$ cat src/rtl/rv_pkg.sv
// Shared integer-pipeline constants: datapath widths and writeback requester indices.
package rv_pkg;
    localparam int XLEN          = 32;
    localparam int REG_ADDR_W    = 5;
    localparam int NUM_ARCH_REGS = 32;

    localparam int WB_ALU = 0;
    localparam int WB_LSU = 1;
    localparam int WB_MDU = 2;
endpackage

$ cat src/rtl/rr_arbiter.sv
// One-hot round-robin arbiter; priority starts just after the last granted index,
// and the pointer moves only when a grant is issued.
module rr_arbiter #(
    parameter int NUM_REQ = 3
) (
    input  logic               clk,
    input  logic               rst,
    input  logic [NUM_REQ-1:0] req,
    output logic [NUM_REQ-1:0] gnt
);
    localparam int PW = (NUM_REQ > 1) ? $clog2(NUM_REQ) : 1;

    logic [PW-1:0]      ptr;
    logic [PW-1:0]      gnt_idx;
    logic [NUM_REQ-1:0] mask;
    logic [NUM_REQ-1:0] masked;

    // Requests above the pointer win first; otherwise wrap to the lowest index.
    always_comb begin
        mask = '0;
        for (int i = 0; i < NUM_REQ; i++)
            mask[i] = (PW'(i) > ptr);
    end

    assign masked = req & mask;
    assign gnt    = (|masked) ? (masked & (~masked + NUM_REQ'(1)))
                              : (req & (~req + NUM_REQ'(1)));

    always_comb begin
        gnt_idx = '0;
        for (int i = 0; i < NUM_REQ; i++)
            if (gnt[i]) gnt_idx = gnt_idx | PW'(i);
    end

    always_ff @(posedge clk or negedge rst) begin
        if (!rst)
            ptr <= PW'(NUM_REQ - 1);
        else if (|gnt)
            ptr <= gnt_idx;
    end
endmodule

$ cat src/rtl/regfile_wb_arbiter.sv
// Round-robin sharing of the register-file write port plus a busy scoreboard
// that stalls issue on RAW/WAW hazards against in-flight results.
module regfile_wb_arbiter #(
    parameter int NUM_REQ    = 3,
    parameter int XLEN       = rv_pkg::XLEN,
    parameter int REG_ADDR_W = rv_pkg::REG_ADDR_W
) (
    input  logic                                 clk,
    input  logic                                 rst,
    input  logic [NUM_REQ-1:0]                   req_valid,
    output logic [NUM_REQ-1:0]                   req_ready,
    input  logic [NUM_REQ-1:0][REG_ADDR_W-1:0]   req_rd,
    input  logic [NUM_REQ-1:0][XLEN-1:0]         req_data,
    input  logic                                 issue_valid,
    input  logic [REG_ADDR_W-1:0]                issue_rd,
    input  logic [REG_ADDR_W-1:0]                issue_rs1,
    input  logic [REG_ADDR_W-1:0]                issue_rs2,
    output logic                                 issue_stall,
    output logic                                 regWrite,
    output logic [REG_ADDR_W-1:0]                rd,
    output logic [XLEN-1:0]                      writeData,
    output logic [rv_pkg::NUM_ARCH_REGS-1:0]     busy,
    output logic                                 wb_err
);
    import rv_pkg::*;

    logic [NUM_REQ-1:0]       gnt;
    logic [REG_ADDR_W-1:0]    sel_rd;
    logic [XLEN-1:0]          sel_data;
    logic [NUM_ARCH_REGS-1:0] busy_nxt;
    logic                     reserve;

    rr_arbiter #(.NUM_REQ(NUM_REQ)) u_arb (
        .clk (clk),
        .rst (rst),
        .req (req_valid),
        .gnt (gnt)
    );

    // Grant is a subset of valid, so every grant is a completed handshake.
    assign req_ready = gnt;

    always_comb begin
        sel_rd   = '0;
        sel_data = '0;
        for (int i = 0; i < NUM_REQ; i++) begin
            if (gnt[i]) begin
                sel_rd   = sel_rd | req_rd[i];
                sel_data = sel_data | req_data[i];
            end
        end
    end

    assign issue_stall = issue_valid &&
                         ((busy[issue_rs1] && issue_rs1 != '0) ||
                          (busy[issue_rs2] && issue_rs2 != '0) ||
                          (busy[issue_rd]  && issue_rd  != '0));

    assign reserve = issue_valid && !issue_stall && issue_rd != '0;

    // Clear and reserve never hit the same index: a busy destination stalls issue.
    always_comb begin
        busy_nxt = busy;
        if (regWrite) busy_nxt[rd] = 1'b0;
        if (reserve)  busy_nxt[issue_rd] = 1'b1;
        busy_nxt[0] = 1'b0;
    end

    always_ff @(posedge clk or negedge rst) begin
        if (!rst) begin
            regWrite  <= 1'b0;
            rd        <= '0;
            writeData <= '0;
            busy      <= '0;
            wb_err    <= 1'b0;
        end else begin
            if (|gnt) begin
                regWrite  <= (sel_rd != '0);
                rd        <= sel_rd;
                writeData <= sel_data;
            end else begin
                regWrite  <= 1'b0;
            end
            busy <= busy_nxt;
            if (regWrite && rd != '0 && !busy[rd])
                wb_err <= 1'b1;
        end
    end
endmodule

$ cat config.mk
export PLATFORM = sky130hd
export DESIGN_NAME = regfile_wb_arbiter
export DESIGN_NICKNAME = d
export VERILOG_FILES = /design/src/rtl/rv_pkg.sv /design/src/rtl/rr_arbiter.sv /design/src/rtl/regfile_wb_arbiter.sv
export SDC_FILE = /design/constraint.sdc
export NUM_CORES = 1
export LEC_CHECK = 0
export ABC_AREA = 1
export ABC_CLOCK_PERIOD_IN_PS = 1900
export BUFFER_PORTS_ARGS = -buffer_cell sky130_fd_sc_hd__buf_4
export CORE_UTILIZATION = 40
export CTS_CLUSTER_DIAMETER = 100
export DETAILED_ROUTE_END_ITERATION = 8
export PLACE_DENSITY = 0.74
export SYNTH_ARGS = -nofsm -noshare
export SYNTH_HDL_FRONTEND = slang
export SYNTH_HIERARCHICAL = 1
export SYNTH_SLANG_ARGS = --single-unit
$ cat constraint.sdc
create_clock -name clk -period 1.9 [get_ports clk]
set_clock_uncertainty 0.15 [all_clocks]
set_input_delay 0.19 -clock clk [delete_from_list [all_inputs] [get_ports clk]]
set_output_delay 0.19 -clock clk [all_outputs]
set_load 0.05 [all_outputs]
==> out/results.tsv, run 1 <==
metric	value	unit
worst path required time	1.96	ns
CTS tree	done	
I/O Buffers	205	
WS Path Type	reg -> reg	
Hold Path Cell Cnt	4	
layout net count	1289	
Critical Path Sink Type	flop	
Netlist cell types	32	
worst skew pair latency	0.35	ns
Via density	6.07	
RSZ-0062 raised after global routing	yes	
crit path cell chain	inv_2, nand2_4, inv_6, buf_6, nor2_4, nor2_4, inv_2, buf_6, buf_6, a22oi_2, a21boi_4, nand3_2, nand3b_1	
Final setup viols	74	
wire length per cell	21.8	um
Fmax	459	MHz
Syn. warnings	6	
global router's overall resource usage	0.399	
initial antenna violation count	2	
final wirelength	28600	um
Leak Pwr	4.69	nW
net count after synthesis	893	
Max Cap Viol	0	
FILL cells	740	
Area growth, synth to finish	90.8	%
Placement Setup Slack	-0.0373	ns
Synth top area share	0.361	
crit path DAT	2.24	ns
CTS clock-pin slew for the worst setup and hold paths	0.07	ns
Iteration-0 DRC Markers	1150	
R2R cell count	13	
part of the Yosys area used for sequential elements	0.366	
Period minus WS final	2.18	ns
top_reg_cell synth	dfrtp_1	
crit path max fanout	5	
TritonRoute pass-1 iters	7	
Die Ht	113	um
routed via count	7946	
Final Wtd Congestion	0.978	
Tcrit/Tclk final	1.15	
worst-margin pin slew	0.639	ns
met2 wire length	13000	um
area leader, netlist	dfrtp_1	
final-report max-slew violation count	0	
Synth Instances	761	
Core Rows	40	
post-DP HPWL	14500	um
CTS Buffer Depth	2	
vias in the first global route	7468	
PD cells	1440	nW/um^2
synthesized flop and latch total	72	
H-tree Lvls	3	
Mean Syn Cell Area	6.47	sq um
first-pass GRT wire length	38900	um
largest net degree at the start of global routing	44	
failing checks	setup timing	
Slew HR	0.571	
DRC	0	
Min-Delay Path Class	in -> reg	
M1 wire length	9420	um
placed cells	1144	
Die X	113	um
Starting Density	0.410	
hold violation total from the final report	0	
Critical Path Source Type	flop	
Slowest-stage cell, CP	dfstp_2	
non-filler cells, final	1310	
Final ANT Viol Nets	0	
status	finished with violations	
cell area after synthesis	4920	sq um
Synth async-reset ratio	1.00	
Setup WS post-layout	-0.280	ns
Sinks on Clock Net	72	
met3 wire length	3510	um
top post-synthesis cells by area	dfrtp_1 36%, nand2_1 24%, nand4_1 8.5%	
maximum vdd ir drop	0.723	mV
total gr overflow	0	
Die Area	12800	sq um
Ports	207	
CP peak stage delay	0.39	ns
clock root cell	clkbuf_16	
number of buffers created by CTS	9	
highest routed layer	met5	
Core Area	12000	sq um
Post-synth EDFFs	0	
share of layout cells above drive strength 1	0.395	
Most Frequent Cell on Critical Path	buf_6	
[layout make-up]
type / count / area [sq um] / share of cell area
Multi-Input combinational cell: 579 / 2930 / 0.312
Clock inverter: 6 / 91.3 / 0.00972
Sequential cell: 72 / 1840 / 0.196
Antenna cell: 1 / 2.50 / 0.000266
Timing Repair Buffer: 419 / 3800 / 0.404
Inverter: 76 / 308 / 0.0328
Clock buffer: 10 / 239 / 0.0254
Tap cell: 147 / 184 / 0.0196
[timing repair]
item	in CTS	in global routing
endpoints found under the setup margin	17	73
pin swaps	11	15
hold endpoints to repair	112	0
cloned	2	7
resized for setup	44	110
setup buffers	18	22
hold buffers	104	0
[worst paths after layout]
path | end | startpoint | slack [ns]
max | regWrite$_DFF_PN0_ | u_arb/ptr[1]$_DFFE_PN1P_ | -0.28
min in group asynchronous | busy[21]$_DFF_PN0_ | rst | 0.09
max in group asynchronous | busy[7]$_DFF_PN0_ | rst | 0.91
min reg2reg | writeData[11]$_DFFE_PN0P_ | writeData[11]$_DFFE_PN0P_ | 0.36
min | u_arb/ptr[0]$_DFFE_PN0P_ | req_valid[2] | 0.02
max reg2reg | regWrite$_DFF_PN0_ | u_arb/ptr[1]$_DFFE_PN1P_ | -0.28
[synthesized netlist by cell type, drive strengths merged, types with 7 or more instances]
| master | n |
|---|---|
| nand2 | 314 |
| o21ai | 46 |
| inv | 76 |
| nand3 | 41 |
| clkbuf | 15 |
| nor3 | 19 |
| buf | 19 |
| a22oi | 7 |
| a21oi | 9 |
| nor2 | 52 |
| dfrtp | 71 |
| nand4 | 67 |
[cell families after synthesis]
family,count (synthesis),share of synthesized area
and+or+nand+nor,494,0.433
AOI/OAI and AO/OA,84,0.101
other,1,0.000762
buffers and inverters,110,0.0983
DFF,72,0.366
[cells in the final DEF, fill, tap and decap left out, types with 16 or more instances in the layout]
cell and instances:
inv_2 20, dfrtp_2 30, nor2_1 45, dlygate4sd3_1 104, nand2_1 270, nor3_1 16
inv_1 49, nand4_1 67, buf_6 20, dfrtp_1 41, nand2_2 30, o21ai_0 36
buf_4 271, nand3_1 40
[worst max-delay path: cells and delay by family, from the launching register on]
kind	cells	cell delay (ns)
buf+inv	6	0.59
simple gates	5	0.49
compound gates	2	0.40
flops	1	0.39
[where the power goes]
part | internal (mW) | switching (mW)
clock | 1.19 | 0.763
combinational | 3.13 | 5.41
sequential | 2.19 | 0.833
total | 6.52 | 7.01
[sequential cells by signal, summed over array words and instances (netlist names)]
register   cells
busy          31
wb_err         1
u_arb/ptr      2
rd             5
regWrite       1
writeData     32
[stage by stage]
step	utilization	setup TNS (ns)	cell area, sq um	power (mW)	hold WS, ns
2_1_floorplan	-	-3.75	5020	6.79	-0.256
3_3_place_gp	0.595	-0.0592	7140	9.54	-0.135
3_5_place_dp	0.595	-0.0804	7140	9.57	-0.134
4_1_cts	0.731	-0.713	8780	12.1	0.0109
5_1_grt	0.782	-17.25	9390	14.0	0.0350
6_report	0.782	-11.66	9390	13.5	0.0205
[metal layers]
metal  vias to the layer above  track usage
met4                         2        0.271
li1                       3305            -
met3                       276       0.0959
met1                      3569        0.453
met2                       794        0.669
met5                         -            0
Note: power is estimated with default switching activity, not from simulation.
==> inputs of run 2 (changes only) <==
BUFFER_PORTS_ARGS = -buffer_cell sky130_fd_sc_hd__clkbuf_2   (was -buffer_cell sky130_fd_sc_hd__buf_4)
PLACE_DENSITY = 0.71   (was 0.74)
==> run 2 against run 1 <==
  * The flow still finishes with violations (setup timing)
  * Setup slack got worse by 0.036 ns
  * Clock-buffer cell count is the same
  * Die area is the same
  * Total power decreased by 6.1%
  * Routed wire length decreased by 7.1%
==> out/results.tsv, run 2 (same netlist as run 1, synthesis figures left out) <==
metric	value	unit	change
status	finished with violations		
failing checks	setup timing		
Hold Path End	writeData[1]$_DFFE_PN0P_		
Critical Path Sink Type	primary output		
hold_sp	req_data[33]		
first-pass GRT wire length	37700	um	-3.1%
CP peak stage delay	0.47	ns	+0.08 ns
worst skew pair latency	0.34	ns	about the same
global router's overall resource usage	0.380		-0.0189
post-DP HPWL	14400	um	-1.1%
Max Cap Viol	0		unchanged
share of layout cells above drive strength 1	0.399		+0.00360
Tcrit/Tclk final	1.17		+0.0191
Iteration-0 DRC Markers	969		-16%
Largest register FFs	32		unchanged
R2R cell count	13		unchanged
Die Area	12800	sq um	unchanged
Setup WS post-layout	-0.317	ns	-0.0364 ns
clock root cell	clkbuf_16		
Area after DPL	6640	sq um	-7.1%
initial antenna violation count	1		-1
R2R Path End	writeData[3]$_DFFE_PN0P_		
Via density	5.96		-1.7%
crit path DAT	1.88	ns	-0.36 ns
final wirelength	26600	um	-7.1%
Critical Path Source Type	flop		
Fmax	451	MHz	-1.6%
WS Path Type	reg -> out		
total gr overflow	0		unchanged
Slew HR	0.646		+0.0752
Worst Hold Margin	0.0564	ns	+0.0359 ns
routing usage on met1	0.449		-0.00374
Top reg by flops	writeData		
H-tree Lvls	3		unchanged
Starting Density	0.410		unchanged
Core Area	12000	sq um	unchanged
final setup TNS	-12.56	ns	-0.900 ns
CTS Buffer Depth	2		unchanged
I/O Buffers	205		unchanged
crit path cell chain	nand2_1, a21oi_1, o21ai_1, nand2_1, nor2_2, nand2_2, nor2_4, a21boi_4, buf_12		
most frequent cells in the layout	266 x nand2_1, 200 x clkbuf_2, 102 x dlygate4sd3_1		
WP buf/inv	1		-5
layout net count	1281		-0.62%
Sinks on Clock Net	72		unchanged
number of buffers created by CTS	9		unchanged
final instance area	8760	sq um	-6.8%
Min-Delay Path Class	in -> reg		
maximum vdd ir drop	0.810	mV	+12%
TritonRoute pass-1 iters	7		unchanged
Ports	207		unchanged
commonest non-fill, non-tap cell in the layout	nand2_1		
footprint of the multi-input gates	2980	sq um	+1.6%
vias in the first global route	7265		-2.7%
RSZ-0062 raised after global routing	yes		
wire length per cell	20.4	um	-6.6%
FILL cells	844		+14%
largest net degree at the start of global routing	39		-11%
PD cells	1450	nW/um^2	+0.71%
worst-margin pin slew	0.531	ns	-0.108 ns
routed via count	7772		-2.2%
Leak Pwr	4.51	nW	-3.8%
Top Usage Layer GRT	met2		
hold violation total from the final report	0		unchanged
Slowest-stage cell, CP	dfrtp_2		
grt met3 use	0.0868		-0.00911
Die Ht	113	um	unchanged
Core Rows	40		unchanged
worst path required time	1.56	ns	-0.40 ns
CTS tree	done		
final core utilization	0.729		-0.0528
register-to-register setup slack	-0.25	ns	+0.03 ns
final-report max-slew violation count	0		unchanged
Most Frequent Cell on Critical Path	nand2_1		
GRT met2 Usage	0.620		-0.0490
non-filler cells, final	1303		-0.53%
Area growth, synth to finish	77.9	%	
Period minus WS final	2.22	ns	+0.0364 ns
crit path max fanout	5		unchanged
Final setup viols	73		-1.4%
CTS clock-pin slew for the worst setup and hold paths	0.06	ns	about the same
Seq. cell area	1840	sq um	+0.14%
Crit Reg-Reg Startpoint	u_arb/ptr[1]$_DFFE_PN1P_		
Top delay family on crit path	simple AND/OR/NAND/NOR gates		
Die X	113	um	unchanged
Final Wtd Congestion	0.984		+0.64%
Hold Path Cell Cnt	3		-1
placed cells	1147		+0.26%
Largest regs	writeData (32), busy (31), rd (5)		
Final ANT Viol Nets	0		unchanged
DRC	0		unchanged
run 2: cell count changes in the layout (fill, tap and decap cells not counted), moves of 4 or more:
cell      previous run  this run
buf_4              271        79
buf_6               20        11
nand2_1            270       266
nand2_2             30        26
clkbuf_2             0       200
nand2_4             14        22
inv_4                5         1
run 2: where the power goes:
group	leakage, nW	total (mW)	internal [mW]	switching, mW
Clock	0.149	1.88	1.16	0.724
Sequential	0.827	3.03	2.20	0.833
Combinational	3.54	7.79	2.57	5.22
Total	4.51	12.7	5.93	6.78
run 2: area by class of cell:
class,instances,share of cell area
repair buffers,411,0.358
multi-input cells,579,0.340
flip-flops and latches,72,0.210
inverters,76,0.0340
clock buffers,10,0.0261
well taps,147,0.0210
clock inverters,6,0.0106
diodes,2,0.000571
run 2: how the worst max path moves through the flow:
| stage | startpoint | endpoint | cells past startpoint |
|---|---|---|---|
| floorplan | u_arb/ptr[1]$_DFFE_PN1P_ | regWrite$_DFF_PN0_ | 9 |
| global placement | u_arb/ptr[1]$_DFFE_PN1P_ | writeData[21]$_DFFE_PN0P_ | 9 |
| detailed placement | u_arb/ptr[1]$_DFFE_PN1P_ | writeData[21]$_DFFE_PN0P_ | 9 |
| CTS | busy[14]$_DFF_PN0_ | issue_stall | 11 |
| global route | u_arb/ptr[1]$_DFFE_PN1P_ | writeData[3]$_DFFE_PN0P_ | 13 |
| finish | busy[5]$_DFF_PN0_ | issue_stall | 9 |
run 2: repair_timing:
item,4_1_cts,5_1_grt
hold buffers,101,1
pin swaps,6,21
resized for setup,38,114
hold endpoints to repair,73,1
gates cloned,3,2
buffers inserted,24,11
endpoints found under the setup margin,54,74
run 2: routing by layer:
metal,vias to the layer above,part of all wire
met2,714,0.45
met4,0,0.092
li1,3298,-
met5,-,0
met1,3505,0.34
met3,255,0.12
run 2: metrics by stage:
step	total power, mW	setup slack (ns)
2_1_floorplan	6.79	-0.198
3_3_place_gp	9.12	-0.0764
3_5_place_dp	9.13	-0.0626
4_1_cts	11.6	-0.194
5_1_grt	13.1	-0.322
6_report	12.7	-0.317
run 2: worst reg2reg max path: stages (launching register included):
cell and delay [ns]:
dfstp_2 0.40, inv_2 0.09, nand2_4 0.07, inv_6 0.08, nor2_4 0.05, nor2_4 0.12, inv_2 0.07, buf_12 0.13
buf_8 0.12, nor3_4 0.29, buf_6 0.20, buf_12 0.18, nand2_4 0.06, nand4_1 0.09
==> inputs of run 3 (changes only) <==
ABC_AREA = not set   (was 1)
PLACE_DENSITY = 0.72   (was 0.71)
==> run 3 against run 2 <==
  * The flow still finishes with violations (setup timing)
  * Fmax decreased by 17%
  * First-iteration DRC count decreased by 33%
  * Sequential power is 7.3% lower
  * Largest cell class is now multi-input gates
  * Largest power group unchanged
  * Highest routed layer unchanged
==> out/results.tsv, run 3 <==
metric	value	unit	change
Core Area	11000	sq um	-8.2%
wire length per cell	22.3	um	+9.1%
Crit Reg-Reg Startpoint	busy[15]$_DFF_PN0_		
Largest register FFs	32		unchanged
Via density	6.25		+4.7%
Period minus WS final	2.66	ns	+0.447 ns
Die Ht	109	um	-3.2%
Area after DPL	6600	sq um	-0.66%
PD cells	1550	nW/um^2	+6.8%
final instance area	7760	sq um	-11%
Ports	207		unchanged
I/O Buffers	205		unchanged
Min-Delay Path Class	in -> reg		
Synth top area share	0.386		+0.0250
Core Rows	38		-5.0%
clock root cell	clkbuf_16		
routed via count	5648		-27%
Final ANT Viol Nets	0		unchanged
Hold Path End	writeData[2]$_DFFE_PN0P_		
post-DP HPWL	13700	um	-4.5%
worst skew pair latency	0.34	ns	about the same
R2R Path End	busy[4]$_DFF_PN0_		
most common cell in the synthesized netlist	dfrtp_1		
synthesized flop and latch total	72		unchanged
layout net count	891		-30%
Synth top cells by count	71 x dfrtp_1, 47 x nor2_1, 39 x o21ai_0		
Area growth, synth to finish	68.6	%	
final-report max-slew violation count	0		unchanged
Post-synth EDFFs	0		unchanged
Largest regs	writeData (32), busy (31), rd (5)		
largest net degree at the start of global routing	46		+18%
Slowest-stage cell, CP	mux4_2		
Critical Path Sink Type	primary output		
status	finished with violations		
Placement Setup Slack	-0.587	ns	-0.525 ns
Iteration-0 DRC Markers	649		-33%
WS Path Type	reg -> out		
total power	12.0	mW	-5.4%
most frequent cells in the layout	200 x clkbuf_2, 99 x buf_4, 57 x dfrtp_1		
Setup WS post-layout	-0.764	ns	-0.447 ns
top_reg_cell synth	dfrtp_1		
number of buffers created by CTS	9		unchanged
share of layout cells above drive strength 1	0.622		+0.223
worst path required time	1.56	ns	about the same
crit path DAT	2.32	ns	+0.44 ns
Syn. warnings	6		unchanged
CTS tree	done		
ant diodes	0		-2
vias in the first global route	5606		-23%
total gr overflow	0		unchanged
Leak Pwr	3.63	nW	-19%
DRC	0		unchanged
Netlist cell types	52		+63%
Synth async-reset ratio	1.00		unchanged
crit path max fanout	2		-3
top post-synthesis cells by area	dfrtp_1 39%, a222oi_1 7.8%, mux4_2 7.8%		
Max Cap Viol	0		unchanged
Synth Instances	453		-40%
footprint of the multi-input gates	3140	sq um	+5.5%
CP peak stage delay	0.47	ns	about the same
first-pass GRT wire length	30000	um	-20%
Fmax	375	MHz	-17%
register-to-register setup slack	-0.65	ns	-0.40 ns
Final Wtd Congestion	0.968		-1.7%
R2R cell count	8		-5
area leader, netlist	dfrtp_1		
Sinks on Clock Net	72		unchanged
hold violation total from the final report	0		unchanged
Mean Syn Cell Area	10.2	sq um	+57%
part of the Yosys area used for sequential elements	0.392		+0.0254
Starting Density	0.417		+0.00753
Top delay family on crit path	multiplexers		
RSZ-0062 raised after global routing	yes		
Tcrit/Tclk final	1.40		+0.235
H-tree Lvls	3		unchanged
crit path cell chain	mux4_2, mux2_4, and3_4, a31oi_4, nand4_4, o21a_4, buf_8		
Critical Path Source Type	flop		
FILL cells	791		-6.3%
maximum vdd ir drop	0.927	mV	+14%
net count after synthesis	585		-34%
Die X	109	um	-3.2%
cell area after synthesis	4600	sq um	-6.5%
global router's overall resource usage	0.340		-0.0406
initial antenna violation count	0		-1
Top reg by flops	writeData		
WP buf/inv	1		unchanged
Seq. cell area	1820	sq um	-1.2%
failing checks	setup timing		
hold_sp	req_data[66]		
Hold Path Cell Cnt	3		unchanged
TritonRoute pass-1 iters	9		+2
Die Area	11900	sq um	-6.4%
Final setup viols	73		unchanged
final wirelength	20100	um	-24%
CTS clock-pin slew for the worst setup and hold paths	0.05	ns	about the same
commonest non-fill, non-tap cell in the layout	clkbuf_2		
worst-margin pin slew	0.528	ns	-0.00306 ns
CTS Buffer Depth	2		unchanged
Slew HR	0.648		+0.00204
## run 3: how the worst max path moves through the flow
stage	start	to	slack, ns	cells after the start
after detailed placement	busy[15]$_DFF_PN0_	busy[27]$_DFF_PN0_	-0.59	7
after CTS	busy[15]$_DFF_PN0_	issue_stall	-0.79	7
after global placement	busy[11]$_DFF_PN0_	busy[31]$_DFF_PN0_	-0.53	7
after floorplan	busy[15]$_DFF_PN0_	issue_stall	-0.59	7
final	busy[15]$_DFF_PN0_	issue_stall	-0.76	7
after global routing	busy[11]$_DFF_PN0_	issue_stall	-0.83	7
## run 3: tightest hold or removal path, delay by kind of cell
family	cells	cell delay, ns
compound gates	2	0.19
buf+inv	1	0.07
## run 3: kinds of logic after synthesis
group                  Yosys count  synth area share
AO/OA/AOI/OAI                  165             0.276
AND/OR/NAND/NOR                126             0.141
flip-flops                      72             0.392
multiplexers                    45             0.146
buffers and inverters           44            0.0440
other                            1          0.000814
## run 3: report_power, final
part | internal [mW] | leakage [nW] | switching, mW
registers | 2.13 | 0.850 | 0.674
clock network | 0.990 | 0.139 | 0.628
logic | 2.92 | 2.64 | 4.68
total | 6.04 | 3.63 | 5.98
## run 3: through the flow
step                      hold WS, ns  utilization  cells  TNS [ns]
after floorplan                -0.256            -    453    -17.54
after global placement        -0.0111        0.598    863    -17.93
after detailed placement     -0.00675        0.598    863    -21.13
after CTS                     0.00516        0.696    906    -25.56
after global routing           0.0340        0.704    904    -27.92
final                          0.0161        0.704    904    -23.88
## run 3: area by class of cell
| type | count | area share |
|---|---|---|
| clock buffers | 14 | 0.0353 |
| repair buffers | 336 | 0.300 |
| multi-input cells | 337 | 0.404 |
| inverters | 3 | 0.00145 |
| flip-flops and latches | 72 | 0.235 |
| well taps | 140 | 0.0226 |
| clock inverters | 2 | 0.00161 |
## run 3: repair_timing
item	4_1_cts	5_1_grt
endpoints found under the setup margin	69	74
cloned	7	0
hold endpoints to repair	32	0
resized for setup	108	37
buffers inserted	12	1
hold buffers	9	0
pin swaps	11	11
## run 3: routing by layer
layer,wire (um),global-route usage,share of wire
met2,9970,0.580,0.50
met5,0,0,0
met3,1610,0.0551,0.080
met4,987,0.150,0.049
met1,7570,0.424,0.38
